$ cat src/rtl/spike_rate_encoder.sv
// spike_rate_encoder: turns each accepted intensity sample into a WINDOW_STEPS-long spike train,
// using either accumulator carry-out or LFSR Poisson encoding.
module spike_rate_encoder #(
  parameter int          INTENSITY_WIDTH = 8,
  parameter int          WINDOW_STEPS    = 32,
  parameter int          ENCODING        = 0,
  parameter logic [15:0] LFSR_SEED       = 16'hACE1
) (
  input  logic                               clk,
  input  logic                               rst,
  input  logic                               in_valid,
  output logic                               in_ready,
  input  logic [INTENSITY_WIDTH-1:0]         in_intensity,
  input  logic                               step_en,
  input  logic                               flush,
  output logic                               spike_out,
  output logic                               window_done,
  output logic [$clog2(WINDOW_STEPS+1)-1:0]  spike_count
);
  localparam int W = INTENSITY_WIDTH;
  localparam int CW = $clog2(WINDOW_STEPS + 1);
  localparam logic [0:0] IDLE = 1'b0;
  localparam logic [0:0] RUN = 1'b1;
  localparam logic [15:0] SEED = (LFSR_SEED == 16'h0) ? 16'h0001 : LFSR_SEED;
  logic [0:0]    state_q, state_d;
  logic [W-1:0]  int_q, int_d;
  logic [W-1:0]  acc_q, acc_d;
  logic [CW-1:0] step_q, step_d;
  logic [CW-1:0] cnt_q, cnt_d;
  logic [15:0]   lfsr_q, lfsr_d;
  logic          spike_q, spike_d;
  logic          done_q, done_d;
  logic [W:0]    sum;
  logic [15:0]   lfsr_nx;
  logic          spike;
  assign sum = {1'b0, acc_q} + {1'b0, int_q};
  assign lfsr_nx = {1'b0, lfsr_q[15:1]} ^ (lfsr_q[0] ? 16'hB400 : 16'h0000);
  assign spike = (ENCODING == 0) ? sum[W] : (lfsr_nx[W-1:0] < int_q);
  always_comb begin
    state_d = state_q;
    int_d   = int_q;
    acc_d   = acc_q;
    step_d  = step_q;
    cnt_d   = cnt_q;
    lfsr_d  = lfsr_q;
    spike_d = 1'b0;
    done_d  = 1'b0;
    if (state_q == IDLE) begin
      if (in_valid && !flush) begin
        int_d   = in_intensity;
        acc_d   = '0;
        step_d  = '0;
        cnt_d   = '0;
        state_d = RUN;
      end
    end else if (flush) begin
      state_d = IDLE;
    end else if (step_en) begin
      acc_d   = sum[W-1:0];
      lfsr_d  = lfsr_nx;
      spike_d = spike;
      cnt_d   = cnt_q + CW'(spike && cnt_q != CW'(WINDOW_STEPS));
      step_d  = step_q + CW'(1);
      // The final step retires the window on the same edge it emits its spike.
      done_d  = step_q == CW'(WINDOW_STEPS - 1);
      state_d = done_d ? IDLE : RUN;
    end
  end
  always_ff @(posedge clk or negedge rst) begin
    if (!rst) begin
      state_q <= IDLE;
      int_q   <= '0;
      acc_q   <= '0;
      step_q  <= '0;
      cnt_q   <= '0;
      lfsr_q  <= SEED;
      spike_q <= 1'b0;
      done_q  <= 1'b0;
    end else begin
      state_q <= state_d;
      int_q   <= int_d;
      acc_q   <= acc_d;
      step_q  <= step_d;
      cnt_q   <= cnt_d;
      lfsr_q  <= lfsr_d;
      spike_q <= spike_d;
      done_q  <= done_d;
    end
  end
  assign in_ready    = state_q == IDLE;
  assign spike_out   = spike_q;
  assign window_done = done_q;
  assign spike_count = cnt_q;
endmodule

$ cat config.mk
export PLATFORM = sky130hd
export DESIGN_NAME = spike_rate_encoder
export DESIGN_NICKNAME = d
export VERILOG_FILES = /design/src/rtl/spike_rate_encoder.sv
export SDC_FILE = /design/constraint.sdc
export NUM_CORES = 1
export LEC_CHECK = 0
export CORE_UTILIZATION = 62
export CTS_CLUSTER_DIAMETER = 150
export DETAILED_ROUTE_END_ITERATION = 7
export DONT_BUFFER_PORTS = 1
export PLACE_DENSITY = 0.89
export SLEW_MARGIN = 20
export SYNTH_ARGS = -nofsm -noshare
export SYNTH_HDL_FRONTEND = slang
export SYNTH_SLANG_ARGS = --single-unit
$ cat constraint.sdc
create_clock -name clk -period 3.3 [get_ports clk]
set_input_delay 0.495 -clock clk [delete_from_list [all_inputs] [get_ports clk]]
set_output_delay 0.495 -clock clk [all_outputs]
set_load 0.03 [all_outputs]
Yosys cells after proc, flatten, opt, wreduce, memory -nomap -nowiden. Index checks and enable logic that the tools add are counted.

Register bits after elaboration: 31. Input bits: 13. Output and inout bits: 9. Word-level logic and storage cells: 43.

Add/subtract/negate cells: 3. Eq/ne operators: 4. Mux-type cells: 22. Bitwise logic cells: 1. Reduce and logical (&&, ||, !) cells: 6.

Operator list (number): $mux W6 (7); $mux W8 (4); $mux W1 (11); $add A8 B8 Y9 (1); $add A6 B1 Y6 (1); $add A6 B1 Y6 const B (1); $eq A6 B5 Y1 const B (1); $ne A6 B6 Y1 const B (1); $ne A2 B2 Y1 const B (2); $reduce_and A3 Y1 (1); $logic_and A1 B1 Y1 (2); $reduce_and A2 Y1 (1); $reduce_bool A2 Y1 (1); $logic_not A1 Y1 (1); $not A1 Y1 (1).

Longest topological paths before layout. Gate-level depths: netlist (run 1).

Word-level depth: 6. Mapped depth: 13. Depth with buffers taken out: 13.

Worst setup path after synthesis (run 1). No wires, ideal clock.

Path type: register to register. Start point: register int_q[0]. End point: register cnt_q[4] (netlist: spike_count[4]). Setup time: 0.121 ns. Arrival: 2.252 ns. Required time: 3.179 ns. Path slack: 0.927 ns. Stages on the path, launching flop included: 14. Buffers on the path: 0. Clock period less this slack: 2.373 ns. Cells stage by stage: dfrtp_1 ha_1 inv_1 fa_1 nor2b_4 o31a_1 o31a_1 nor3_2 nor3_1 ha_1 ha_1 nand4_1 xor2_1 nor2_1.

Cells in the longest elaborated chain, start to end: 6.

RTL lines: start: declaration (line 26) `logic [W-1:0] int_q, int_d;`; start signal: assignment (line 81) `int_q <= int_d;`; $add A8 B8 Y9 (line 36) `assign sum = {1'b0, acc_q} + {1'b0, int_q};`; $logic_and A1 B1 Y1 (line 62) `cnt_d = cnt_q + CW'(spike && cnt_q != CW'(WINDOW_STEPS));`; $add A6 B1 Y6 (line 62); $mux W6 (line 58) `end else if (step_en) begin`; $mux W6 (line 56) `end else if (flush) begin`; $mux W6 (line 48) `if (state_q == IDLE) begin`; end signal: assignment (line 84) `cnt_q <= cnt_d;`; end: declaration (line 29) `logic [CW-1:0] cnt_q, cnt_d;`.

Every way passes these cells. The select of a mux whose other input is x is not followed. A chain may end at the register's enable or synchronous reset.

Worst setup path in the final report (run 1).
Start point: register int_q[0]. End point: register cnt_q[5] (netlist: spike_count[5]).

Same word-level chain as after synthesis.

==> qor.csv, run 1 <==
stage,metric,value,unit
outcome,status,finished clean,
yosys,combined area of all synthesized cells,1610,um2
place,Worst Setup Slack post-DPL,0.694,ns
sta,total count of max-transition violations in the final report,0,
critical_path,cells along the critical path,ha_1 -> inv_1 -> fa_1 -> nor2b_4 -> o31a_1 -> o31a_1 -> nor3_2 -> nor3_1 -> ha_1 -> and3_1 -> nand4_1 -> xor2_1 -> nor2_1,
yosys,"FF+latch count, synth",31,
floorplan,core region area,2450,um2
layout,post-layout instance area,1710,um2
place,area post-placement,1640,um2
place,HPWL after DPL,2.09,mm
clocking,CTS-repair resized insts,0,
critical_path,critical-path cell with the highest stage delay,sky130_fd_sc_hd__fa_1,
clocking,H-tree depth,2,
yosys,number of enable-type register cells in the synthesized netlist,0,
pwr,share of power burned in combinational logic,33.0,%
pwr,proportion of power drawn by flip-flops and latches,48.0,%
layout,fraction of final layout cells with drive strength greater than 1,14.6,%
sta,total setup violations reported at the end of the flow,0,
sta,share of the clock period used by the worst path,79.0,%
yosys,average instance area after synthesis,11.1,um2
sta,setup repair after global routing missed its margin,no,
layout,Layout area overhead,6.15,%
yosys,top cell type by total area after synthesis,sky130_fd_sc_hd__dfrtp_1,
layout,post-layout instance count excluding filler cells,181,
clocking,Longest Clk Path Bufs,2,
sta,count of endpoints failing hold in the final timing report,0,
critical_path,data arrival time of the critical path,2.80,ns
pwr,PD cells,587,nW/um2
clocking,cell at the root of the clock tree,sky130_fd_sc_hd__clkbuf_4,
yosys,Synth Instances,145,
layout,most used cells in the layout excluding fill and tap cells,"sky130_fd_sc_hd__dfrtp_1 (31), sky130_fd_sc_hd__nor2_1 (12), sky130_fd_sc_hd__ha_1 (11)",
pwr,leakage power,0.787,nW
critical_path,largest fanout of any net on the critical path,3,
yosys,fraction of synthesized cell area in xor and xnor cells,4.36,%
global_routing,initial antenna violation count,0,
clocking,clock latency reported for the late side of the worst-skew pair,0.33,ns
global_routing,via count of the first global-routing pass,1122,
floorplan,cell row count,18,
yosys,proportion of netlist area held by the largest area contributor,48.2,%
yosys,main combinational cell family by area after synthesis,compound AO/OA/AOI/OAI gates,
clocking,CTS tree,done,
yosys,count of different cell masters after synthesis,39,
pwr,internal power,0.000667,W
sta,summed negative setup slack over all endpoints,0,ns
global_routing,largest net degree at the start of global routing,32,
global_routing,combined global-route utilization of all metal layers,25.5,%
layout,final-stage net count,177,
drt,Iteration-0 DRC Markers,25,
floorplan,overall die height,52.9,um
critical_path,"Data required, critical path",3.49,ns
layout,final core occ,69.5,%
sta,relative max-transition margin,51.5,%
clocking,clock edge transition at the registers on the reported setup and hold paths,0.09,ns
yosys,post-synth net total,170,
place,RePlAce Congestion,0.855,
drt,ratio of routed vias to standard cells,6.36,
yosys,mux share of post-synthesis cell area,4.90,%
clocking,number of sinks driven by the clock tree,31,
floorplan,number of placed I/O pins,22,
sta,final worst setup slack,0.692,ns
drt,total via count after detailed routing,1151,
drt,Post-Route WL,2.95,mm
floorplan,die area,2800,um2
pwr,largest voltage drop on the vdd net,0.456,mV
place,count of port buffers added during placement,0,
global_routing,total congestion overflow after global routing,0,
sta,slew at the pin closest to its max-slew limit,0.726,ns
critical_path,number of buffer and inverter instances along the worst setup path,1,
critical_path,cell family contributing the most delay on the critical path,adder cells,
floorplan,effective utilization at floorplan,65.5,%
layout,most frequent standard cell in the layout excluding fill and tap cells,sky130_fd_sc_hd__dfrtp_1,
drt,DRC violation count after routing,0,
layout,# diodes,0,
critical_path,kind of end point of the critical path,flop,
yosys,compound-cell area share of the yosys netlist,15.8,%
sta,maximum clock skew at final layout,0.00914,ns
sta,Max Clk Rate,0.384,GHz
pwr,Clock power frac,19.0,%
place,total placed cells including tap cells,173,
yosys,"Async S/R FF share, synth",100,%
yosys,leading cell types by total area after synthesis,"sky130_fd_sc_hd__dfrtp_1 (48%), sky130_fd_sc_hd__ha_1 (8.6%), sky130_fd_sc_hd__mux2_2 (4.9%)",
drt,number of search-and-repair iterations in the first detailed-routing pass,4,
clocking,TritonCTS Buffers,5,
hold_path,path class of the lowest-slack min-delay path,input pin to flop,
clocking,buffer count from post-CTS setup fixing,0,
critical_path,crit path launch type,flop,
sta,minimum clock period after layout,2.61,ns
drt,Antenna Violating Nets Remaining,0,
flow_run,number of max-cap violations,0,
pwr,switching power share of the total,33.4,%
critical_path,CP peak stage delay,0.42,ns
critical_path,category of the critical setup timing path,flop to flop,
global_routing,global-route wire length before repair,4.91,mm
yosys,sequential element share of the synthesized area,48.2,%
yosys,adder-cell area share of the yosys netlist,9.81,%
pwr,power dissipated by switching net loads,0.000335,W
yosys,Yosys Warn Count,0,
yosys,simple logic cell fraction of the synthesized area,15.3,%
yosys,main flop type after synthesis,sky130_fd_sc_hd__dfrtp_1,
drt,Avg WL per Cell,16.3,um
floorplan,Die W,52.9,um
==> worst paths after layout <==
| path | from | endpoint | slack, ns | cells past startpoint |
|---|---|---|---|---|
| setup / recovery | int_q[0] | spike_count[5] | 0.69 | 13 |
| hold / removal | flush | state_q | 0.22 | 1 |
| setup reg to reg | int_q[0] | spike_count[5] | 0.69 | 13 |
| hold reg to reg | step_q[5] | window_done | 0.49 | 1 |
| max in group asynchronous | rst | int_q[7] | 2.54 | 2 |
| min in group asynchronous | rst | state_q | 0.59 | 2 |
==> synth_stat cells (2+ instances only) <==
master	number
sky130_fd_sc_hd__o21a_1	2
sky130_fd_sc_hd__ha_1	11
sky130_fd_sc_hd__o21ai_0	9
sky130_fd_sc_hd__buf_2	2
sky130_fd_sc_hd__inv_1	4
sky130_fd_sc_hd__xor2_1	8
sky130_fd_sc_hd__dfrtp_1	31
sky130_fd_sc_hd__and3_1	2
sky130_fd_sc_hd__nand2_1	9
sky130_fd_sc_hd__a21oi_1	6
sky130_fd_sc_hd__mux2_2	7
sky130_fd_sc_hd__nor4b_1	2
sky130_fd_sc_hd__nand4_1	4
sky130_fd_sc_hd__o31a_1	3
sky130_fd_sc_hd__a22o_1	5
sky130_fd_sc_hd__a21o_1	2
sky130_fd_sc_hd__a211oi_1	2
sky130_fd_sc_hd__nor2_1	12
sky130_fd_sc_hd__nor3_1	4
==> sequential cells by signal (all words and copies together), names as in the netlist <==
| signal | cells |
|---|---|
| state_q | 1 |
| window_done | 1 |
| spike_count | 6 |
| acc_q | 8 |
| step_q | 6 |
| spike_out | 1 |
| int_q | 8 |
==> kinds of logic after synthesis <==
family / Yosys count
compound gates: 37
xor+xnor: 8
fa+ha+maj: 12
buf+inv: 6
flops: 31
mux: 7
simple gates: 44
==> power by group through the flow <==
stage | combinational (W) | sequential, W | clock (W)
after CTS | 0.000325 | 0.000481 | 0.000195
after global placement | 0.000293 | 0.000486 | 0
after floorplan | 0.000261 | 0.000478 | 0
after detailed placement | 0.000311 | 0.000488 | 0
after global routing | 0.000370 | 0.000489 | 0.000209
final | 0.000330 | 0.000481 | 0.000191
==> repair_timing <==
action / CTS / global route
setup endpoints to repair: 0 / 0
hold buffers: 2 / 0
endpoints found under the hold margin: 31 / 0
==> per-layer routing <==
metal | vias to the layer above | GRT usage (%) | share of wire, %
li1 | 544 | - | -
met2 | 31 | 40.5 | 48
met1 | 568 | 32.0 | 44
met3 | 8 | 7.76 | 5.3
met4 | 0 | 11.0 | 2.4
met5 | - | 0 | 0
==> per-stage QoR <==
step	power, W	hold slack [ns]
after global placement	0.000778	0.200
after global routing	0.00107	0.214
final	0.00100	0.220
after detailed placement	0.000799	0.200
after floorplan	0.000739	0.199
after CTS	0.00100	0.217
==> cell type report <==
type                    instances  area, um2
clock buffers                   6       41.3
fillers                       171        748
inverters                       4       15.0
multi-input cells             108        807
flip-flops and latches         31        776
well taps                      30       37.5
repair buffers                  2       30.0
Power figures use the tool's default switching activity.
==> run 2: changes to the inputs <==
--- a/config.mk
+++ b/config.mk
@@ -5,11 +5,11 @@
 export SDC_FILE = /design/constraint.sdc
 export NUM_CORES = 1
 export LEC_CHECK = 0
-export CORE_UTILIZATION = 62
+export CORE_UTILIZATION = 56
 export CTS_CLUSTER_DIAMETER = 150
 export DETAILED_ROUTE_END_ITERATION = 7
 export DONT_BUFFER_PORTS = 1
-export PLACE_DENSITY = 0.89
+export PLACE_DENSITY = 0.85
 export SLEW_MARGIN = 20
 export SYNTH_ARGS = -nofsm -noshare
 export SYNTH_HDL_FRONTEND = slang
==> constraint.sdc (replaced) <==
create_clock -name clk -period 2.2 [get_ports clk]
set_input_delay 0.33 -clock clk [delete_from_list [all_inputs] [get_ports clk]]
set_output_delay 0.33 -clock clk [all_outputs]
set_load 0.03 [all_outputs]
==> run 2 against run 1 <==
Compared with the run above: the flow now finishes with violations (negative setup slack); cell area grew 13%; register-to-register slack lost 1.0 ns; final cell count grew 13%; combinational power grew 94%; die area grew 10%; worst hold slack lost 0.18 ns; clock power grew 110%; total power grew 74%; non-clock buffer count grew 20; clock-buffer cell count grew 1; wire length grew 15%.
==> qor.csv, run 2 (synthesis results as in run 1) <==
stage,metric,value,unit
outcome,status,"complete, but fails checks",
outcome,violations in the final reports,negative setup slack,
sta,final hold slack,0.0413,ns
pwr,share of power burned in combinational logic,36.8,%
clocking,clock latency reported for the late side of the worst-skew pair,0.34,ns
global_routing,global-route wire length before repair,5.66,mm
layout,most frequent standard cell in the layout excluding fill and tap cells,sky130_fd_sc_hd__dfrtp_1,
sta,Max Clk Rate,0.395,GHz
place,HPWL after DPL,2.22,mm
pwr,proportion of power drawn by flip-flops and latches,40.7,%
sta,slew at the pin closest to its max-slew limit,0.671,ns
critical_path,largest fanout of any net on the critical path,2,
clocking,clock edge transition at the registers on the reported setup and hold paths,0.10,ns
layout,Layout area overhead,19.9,%
critical_path,kind of end point of the critical path,flop,
drt,ratio of routed vias to standard cells,5.99,
place,count of port buffers added during placement,0,
layout,most used cells in the layout excluding fill and tap cells,"sky130_fd_sc_hd__dfrtp_1 (31), sky130_fd_sc_hd__buf_4 (20), sky130_fd_sc_hd__nor2_1 (12)",
layout,final-stage net count,197,
global_routing,combined global-route utilization of all metal layers,24.4,%
critical_path,critical register-to-register path startpoint,acc_q[0],
floorplan,Die W,55.6,um
layout,fraction of final layout cells with drive strength greater than 1,30.6,%
drt,Iteration-0 DRC Markers,30,
critical_path,crit path launch type,flop,
floorplan,core region area,2730,um2
pwr,power dissipated by switching net loads,0.000574,W
pwr,switching power share of the total,32.9,%
global_routing,initial antenna violation count,0,
critical_path,"setup slack, reg-to-reg",-0.33,ns
hold_path,"Endpoint, Worst Hold",state_q,
clocking,cell at the root of the clock tree,sky130_fd_sc_hd__clkbuf_4,
floorplan,number of placed I/O pins,22,
drt,total via count after detailed routing,1222,
sta,final worst setup slack,-0.333,ns
drt,Post-Route WL,3.38,mm
global_routing,total congestion overflow after global routing,0,
hold_path,start point of the worst min-delay path,flush,
drt,Antenna Violating Nets Remaining,0,
hold_path,path class of the lowest-slack min-delay path,input pin to flop,
clocking,H-tree depth,2,
sta,share of the clock period used by the worst path,115,%
sta,relative max-transition margin,55.1,%
critical_path,timing startpoint of the critical path,acc_q[0],
pwr,largest voltage drop on the vdd net,0.602,mV
critical_path,"Data required, critical path",2.44,ns
floorplan,die area,3090,um2
sta,total count of max-transition violations in the final report,0,
drt,DRC violation count after routing,0,
layout,# diodes,0,
clocking,number of sinks driven by the clock tree,31,
floorplan,effective utilization at floorplan,58.8,%
pwr,PD cells,904,nW/um2
sta,minimum clock period after layout,2.53,ns
place,RePlAce Congestion,0.819,
critical_path,category of the critical setup timing path,flop to flop,
layout,largest registers,"acc_q: 8 flops, int_q: 8 flops",
critical_path,data arrival time of the critical path,2.78,ns
pwr,Clock power frac,22.5,%
sta,maximum clock skew at final layout,0.00992,ns
layout,final core occ,70.5,%
floorplan,cell row count,19,
drt,Avg WL per Cell,16.6,um
clocking,CTS tree,done,
clocking,Longest Clk Path Bufs,2,
drt,number of search-and-repair iterations in the first detailed-routing pass,4,
flow_run,number of max-cap violations,0,
clocking,TritonCTS Buffers,5,
critical_path,FF-to-FF End,spike_count[5],
critical_path,cell depth of the worst flop-to-flop path,13,
sta,setup repair after global routing missed its margin,yes,
global_routing,largest net degree at the start of global routing,32,
sta,total setup violations reported at the end of the flow,6,
global_routing,via count of the first global-routing pass,1224,
sta,count of endpoints failing hold in the final timing report,0,
hold_path,worst hold path depth,1,
pwr,leakage power,0.898,nW
floorplan,overall die height,55.6,um
pwr,internal power,0.00117,W
==> run 2: worst max-delay path, stage by stage (launching register included) <==
cell                      delay [ns]
sky130_fd_sc_hd__dfrtp_1        0.41
sky130_fd_sc_hd__ha_2           0.19
sky130_fd_sc_hd__inv_2          0.05
sky130_fd_sc_hd__fa_2           0.22
sky130_fd_sc_hd__nor2b_4        0.05
sky130_fd_sc_hd__o31a_1         0.25
sky130_fd_sc_hd__o31a_1         0.30
sky130_fd_sc_hd__nor3_4         0.20
sky130_fd_sc_hd__nor3_2         0.06
sky130_fd_sc_hd__ha_2           0.21
sky130_fd_sc_hd__and3_4         0.19
sky130_fd_sc_hd__nand4_1        0.09
sky130_fd_sc_hd__xor2_1         0.15
sky130_fd_sc_hd__nor2_1         0.05
==> run 2: how the worst max path moves through the flow <==
stage | endpoint | slack (ns) | cells after the start
4_1_cts | spike_count[5] | -0.26 | 13
3_3_place_gp | spike_count[5] | -0.20 | 13
6_report | spike_count[5] | -0.33 | 13
5_1_grt | spike_count[4] | -0.45 | 13
2_1_floorplan | spike_count[5] | -0.11 | 13
3_5_place_dp | spike_count[5] | -0.30 | 13
==> run 2: per-stage QoR <==
stage	instance area, um2	power [W]	setup TNS (ns)	std cells	worst slack, ns
after floorplan	1620	0.00111	-0.448	145	-0.114
final	1930	0.00174	-1.66	204	-0.333
after CTS	1890	0.00170	-1.18	202	-0.264
after global placement	1740	0.00123	-0.905	187	-0.203
after global routing	1930	0.00185	-2.23	204	-0.446
after detailed placement	1740	0.00126	-1.34	187	-0.301
==> run 2: layout make-up <==
type | instances | area [um2]
multi-input combinational | 108 | 846
fill | 187 | 806
sequential | 31 | 776
timing repair buffer | 22 | 180
clock buffer | 7 | 65.1
tap | 31 | 38.8
inverter | 4 | 15.0
clock inverter | 1 | 7.51
==> run 2: per-layer routing <==
layer  up-vias  global-route usage [%]  wire length (um)
met1       592                    31.0              1510
met4         0                    10.4                79
met3         9                    7.21               162
met2        37                    38.9              1630
li1        584                       -                 -
met5         -                       0                 0
==> run 2: repair_timing <==
item	4_1_cts	5_1_grt
hold endpoints to repair	31	0
gates resized for setup	2	4
hold buffers	2	0
endpoints found under the setup margin	6	6
pin swaps	2	2
buffers inserted	5	2
cloned	0	0
==> run 2: power by group through the flow <==
stage | clock [W] | combinational, W | sequential [W]
global placement | 0 | 0.000516 | 0.000714
detailed placement | 0 | 0.000536 | 0.000719
finish | 0.000392 | 0.000641 | 0.000709
floorplan | 0 | 0.000395 | 0.000718
global route | 0.000421 | 0.000705 | 0.000720
CTS | 0.000398 | 0.000596 | 0.000708
==> run 3: changes to the inputs <==
--- a/config.mk
+++ b/config.mk
@@ -9,8 +9,7 @@
 export CTS_CLUSTER_DIAMETER = 150
 export DETAILED_ROUTE_END_ITERATION = 7
 export DONT_BUFFER_PORTS = 1
-export PLACE_DENSITY = 0.85
-export SLEW_MARGIN = 20
+export PLACE_DENSITY = 0.74
 export SYNTH_ARGS = -nofsm -noshare
 export SYNTH_HDL_FRONTEND = slang
 export SYNTH_SLANG_ARGS = --single-unit
==> run 3 against run 2 <==
Compared with the run above: the flow still finishes with violations (negative setup slack); cell area is 2.0% lower; sequential power hardly changed; sequential cell count unchanged; die area unchanged; worst hold slack better by 0.018 ns; clock-buffer cell count stayed put; setup slack got worse by 0.016 ns; critical path depth unchanged; critical path type unchanged.
==> qor.csv, run 3 (synthesis results as in run 1) <==
stage,metric,value,unit
floorplan,Die W,55.6,um
place,count of port buffers added during placement,0,
hold_path,path class of the lowest-slack min-delay path,input pin to flop,
pwr,leakage power,0.891,nW
clocking,TritonCTS Buffers,5,
global_routing,initial antenna violation count,0,
drt,Antenna Violating Nets Remaining,0,
pwr,PD cells,860,nW/um2
critical_path,cell depth of the worst flop-to-flop path,13,
global_routing,GRT met3 Usage,6.05,%
pwr,largest voltage drop on the vdd net,0.712,mV
global_routing,total congestion overflow after global routing,0,
critical_path,largest fanout of any net on the critical path,2,
clocking,Longest Clk Path Bufs,2,
sta,total count of max-transition violations in the final report,0,
layout,largest registers,"acc_q: 8 flops, int_q: 8 flops",
global_routing,global routing usage on met1,29.5,%
drt,total via count after detailed routing,1228,
clocking,cell at the root of the clock tree,sky130_fd_sc_hd__clkbuf_4,
sta,final worst setup slack,-0.350,ns
outcome,violations in the final reports,negative setup slack,
drt,Iteration-0 DRC Markers,32,
drt,Avg WL per Cell,15.8,um
floorplan,overall die height,55.6,um
layout,Layout area overhead,17.5,%
sta,setup repair after global routing missed its margin,yes,
drt,number of search-and-repair iterations in the first detailed-routing pass,4,
clocking,CTS tree,done,
hold_path,worst hold path depth,1,
floorplan,effective utilization at floorplan,58.8,%
critical_path,crit path launch type,flop,
place,HPWL after DPL,2.30,mm
flow_run,number of max-cap violations,0,
global_routing,largest net degree at the start of global routing,32,
floorplan,core region area,2730,um2
global_routing,via count of the first global-routing pass,1230,
sta,total setup violations reported at the end of the flow,6,
layout,layout filler cell count,202,
layout,post-layout instance area,1890,um2
global_routing,met2 Usage GRT,36.5,%
critical_path,"Data required, critical path",2.40,ns
floorplan,die area,3090,um2
clocking,H-tree depth,2,
layout,# diodes,0,
global_routing,most used routing layer in global routing,met2,
outcome,status,"complete, but fails checks",
clocking,number of sinks driven by the clock tree,31,
critical_path,data arrival time of the critical path,2.75,ns
global_routing,global-route wire length before repair,5.46,mm
drt,ratio of routed vias to standard cells,6.02,
sta,minimum clock period after layout,2.55,ns
sta,relative max-transition margin,58.2,%
sta,maximum clock skew at final layout,0.00529,ns
drt,Post-Route WL,3.22,mm
sta,Max Clk Rate,0.392,GHz
place,RePlAce Congestion,0.926,
layout,final-stage net count,197,
clocking,clock latency reported for the late side of the worst-skew pair,0.33,ns
critical_path,category of the critical setup timing path,flop to flop,
floorplan,cell row count,19,
layout,final core occ,69.1,%
sta,share of the clock period used by the worst path,116,%
floorplan,number of placed I/O pins,22,
layout,most frequent standard cell in the layout excluding fill and tap cells,sky130_fd_sc_hd__dfrtp_1,
layout,fraction of final layout cells with drive strength greater than 1,27.7,%
sta,slew at the pin closest to its max-slew limit,0.624,ns
place,area post-placement,1760,um2
layout,most used cells in the layout excluding fill and tap cells,"sky130_fd_sc_hd__dfrtp_1 (31), sky130_fd_sc_hd__buf_4 (20), sky130_fd_sc_hd__nor2_1 (12)",
critical_path,kind of end point of the critical path,flop,
global_routing,combined global-route utilization of all metal layers,23.7,%
sta,count of endpoints failing hold in the final timing report,0,
clocking,clock edge transition at the registers on the reported setup and hold paths,0.09,ns
drt,DRC violation count after routing,0,
run 3: cell types whose count changed in the layout (fill, tap and decap cells not counted):
cell | before | now
sky130_fd_sc_hd__clkbuf_1 | 0 | 2
sky130_fd_sc_hd__clkbuf_8 | 2 | 0
sky130_fd_sc_hd__clkinv_2 | 0 | 1
sky130_fd_sc_hd__clkinvlp_4 | 1 | 0
sky130_fd_sc_hd__ha_1 | 8 | 9
sky130_fd_sc_hd__ha_2 | 2 | 1
sky130_fd_sc_hd__nand2_1 | 8 | 9
sky130_fd_sc_hd__nand2_2 | 2 | 1
sky130_fd_sc_hd__nor3_1 | 3 | 4
sky130_fd_sc_hd__nor3_4 | 1 | 0
run 3: where the power goes:
group          internal, W  switching, W
clock             0.000124      0.000190
sequential        0.000652     0.0000577
combinational     0.000311      0.000290
total              0.00109      0.000538
run 3: critical path: stages (launching register included):
cell and delay, ns:
sky130_fd_sc_hd__dfrtp_1 0.41, sky130_fd_sc_hd__ha_4 0.16, sky130_fd_sc_hd__inv_2 0.03, sky130_fd_sc_hd__fa_2 0.35, sky130_fd_sc_hd__nor2b_4 0.12, sky130_fd_sc_hd__o31a_1 0.16
sky130_fd_sc_hd__o31a_1 0.19, sky130_fd_sc_hd__nor3_2 0.06, sky130_fd_sc_hd__nor3_1 0.18, sky130_fd_sc_hd__ha_2 0.21, sky130_fd_sc_hd__and3_4 0.18, sky130_fd_sc_hd__nand2_1 0.07
sky130_fd_sc_hd__xor2_1 0.19, sky130_fd_sc_hd__nor2_1 0.08
run 3: worst paths after layout:
path,from,end,slack [ns]
worst max register to register,int_q[0],spike_count[3],-0.35
worst min-delay path,flush,state_q,0.06
worst min register to register,step_q[5],window_done,0.50
worst max-delay path,int_q[0],spike_count[3],-0.35
max in group asynchronous,rst,step_q[4],1.61
min in group asynchronous,rst,int_q[5],0.43
run 3: timing repair:
| action | 4_1_cts | 5_1_grt |
|---|---|---|
| setup endpoints to repair | 6 | 6 |
| resized for setup | 2 | 0 |
| endpoints found under the hold margin | 31 | 0 |
| buffers inserted | 3 | 2 |
| pin swaps | 1 | 1 |
| hold buffers | 2 | 0 |
run 3: metrics by stage:
stage	power [W]	TNS [ns]	hold WS, ns	setup WS [ns]	cells
floorplan	0.00111	-0.448	0.0344	-0.114	145
detailed placement	0.00128	-1.44	0.0353	-0.320	189
CTS	0.00163	-1.39	0.0415	-0.308	202
finish	0.00163	-1.52	0.0588	-0.350	204
global route	0.00173	-2.22	0.0415	-0.473	204
global placement	0.00125	-0.902	0.0351	-0.211	189
run 3: final cells by class:
class | instances | area (um2) | share of cell area [%]
Multi-Input combinational cell | 108 | 830 | 43.9
Sequential cell | 31 | 776 | 41.1
Timing Repair Buffer | 22 | 180 | 9.54
Clock buffer | 7 | 45.0 | 2.38
Tap cell | 31 | 38.8 | 2.05
Inverter | 4 | 15.0 | 0.795
Clock inverter | 1 | 5.00 | 0.265
run 3: layer usage:
| metal | share of wire (%) | vias up |
|---|---|---|
| met2 | 48 | 37 |
| met4 | 2.9 | 0 |
| met3 | 4.6 | 10 |
| li1 | - | 584 |
| met5 | 0 | - |
| met1 | 44 | 597 |
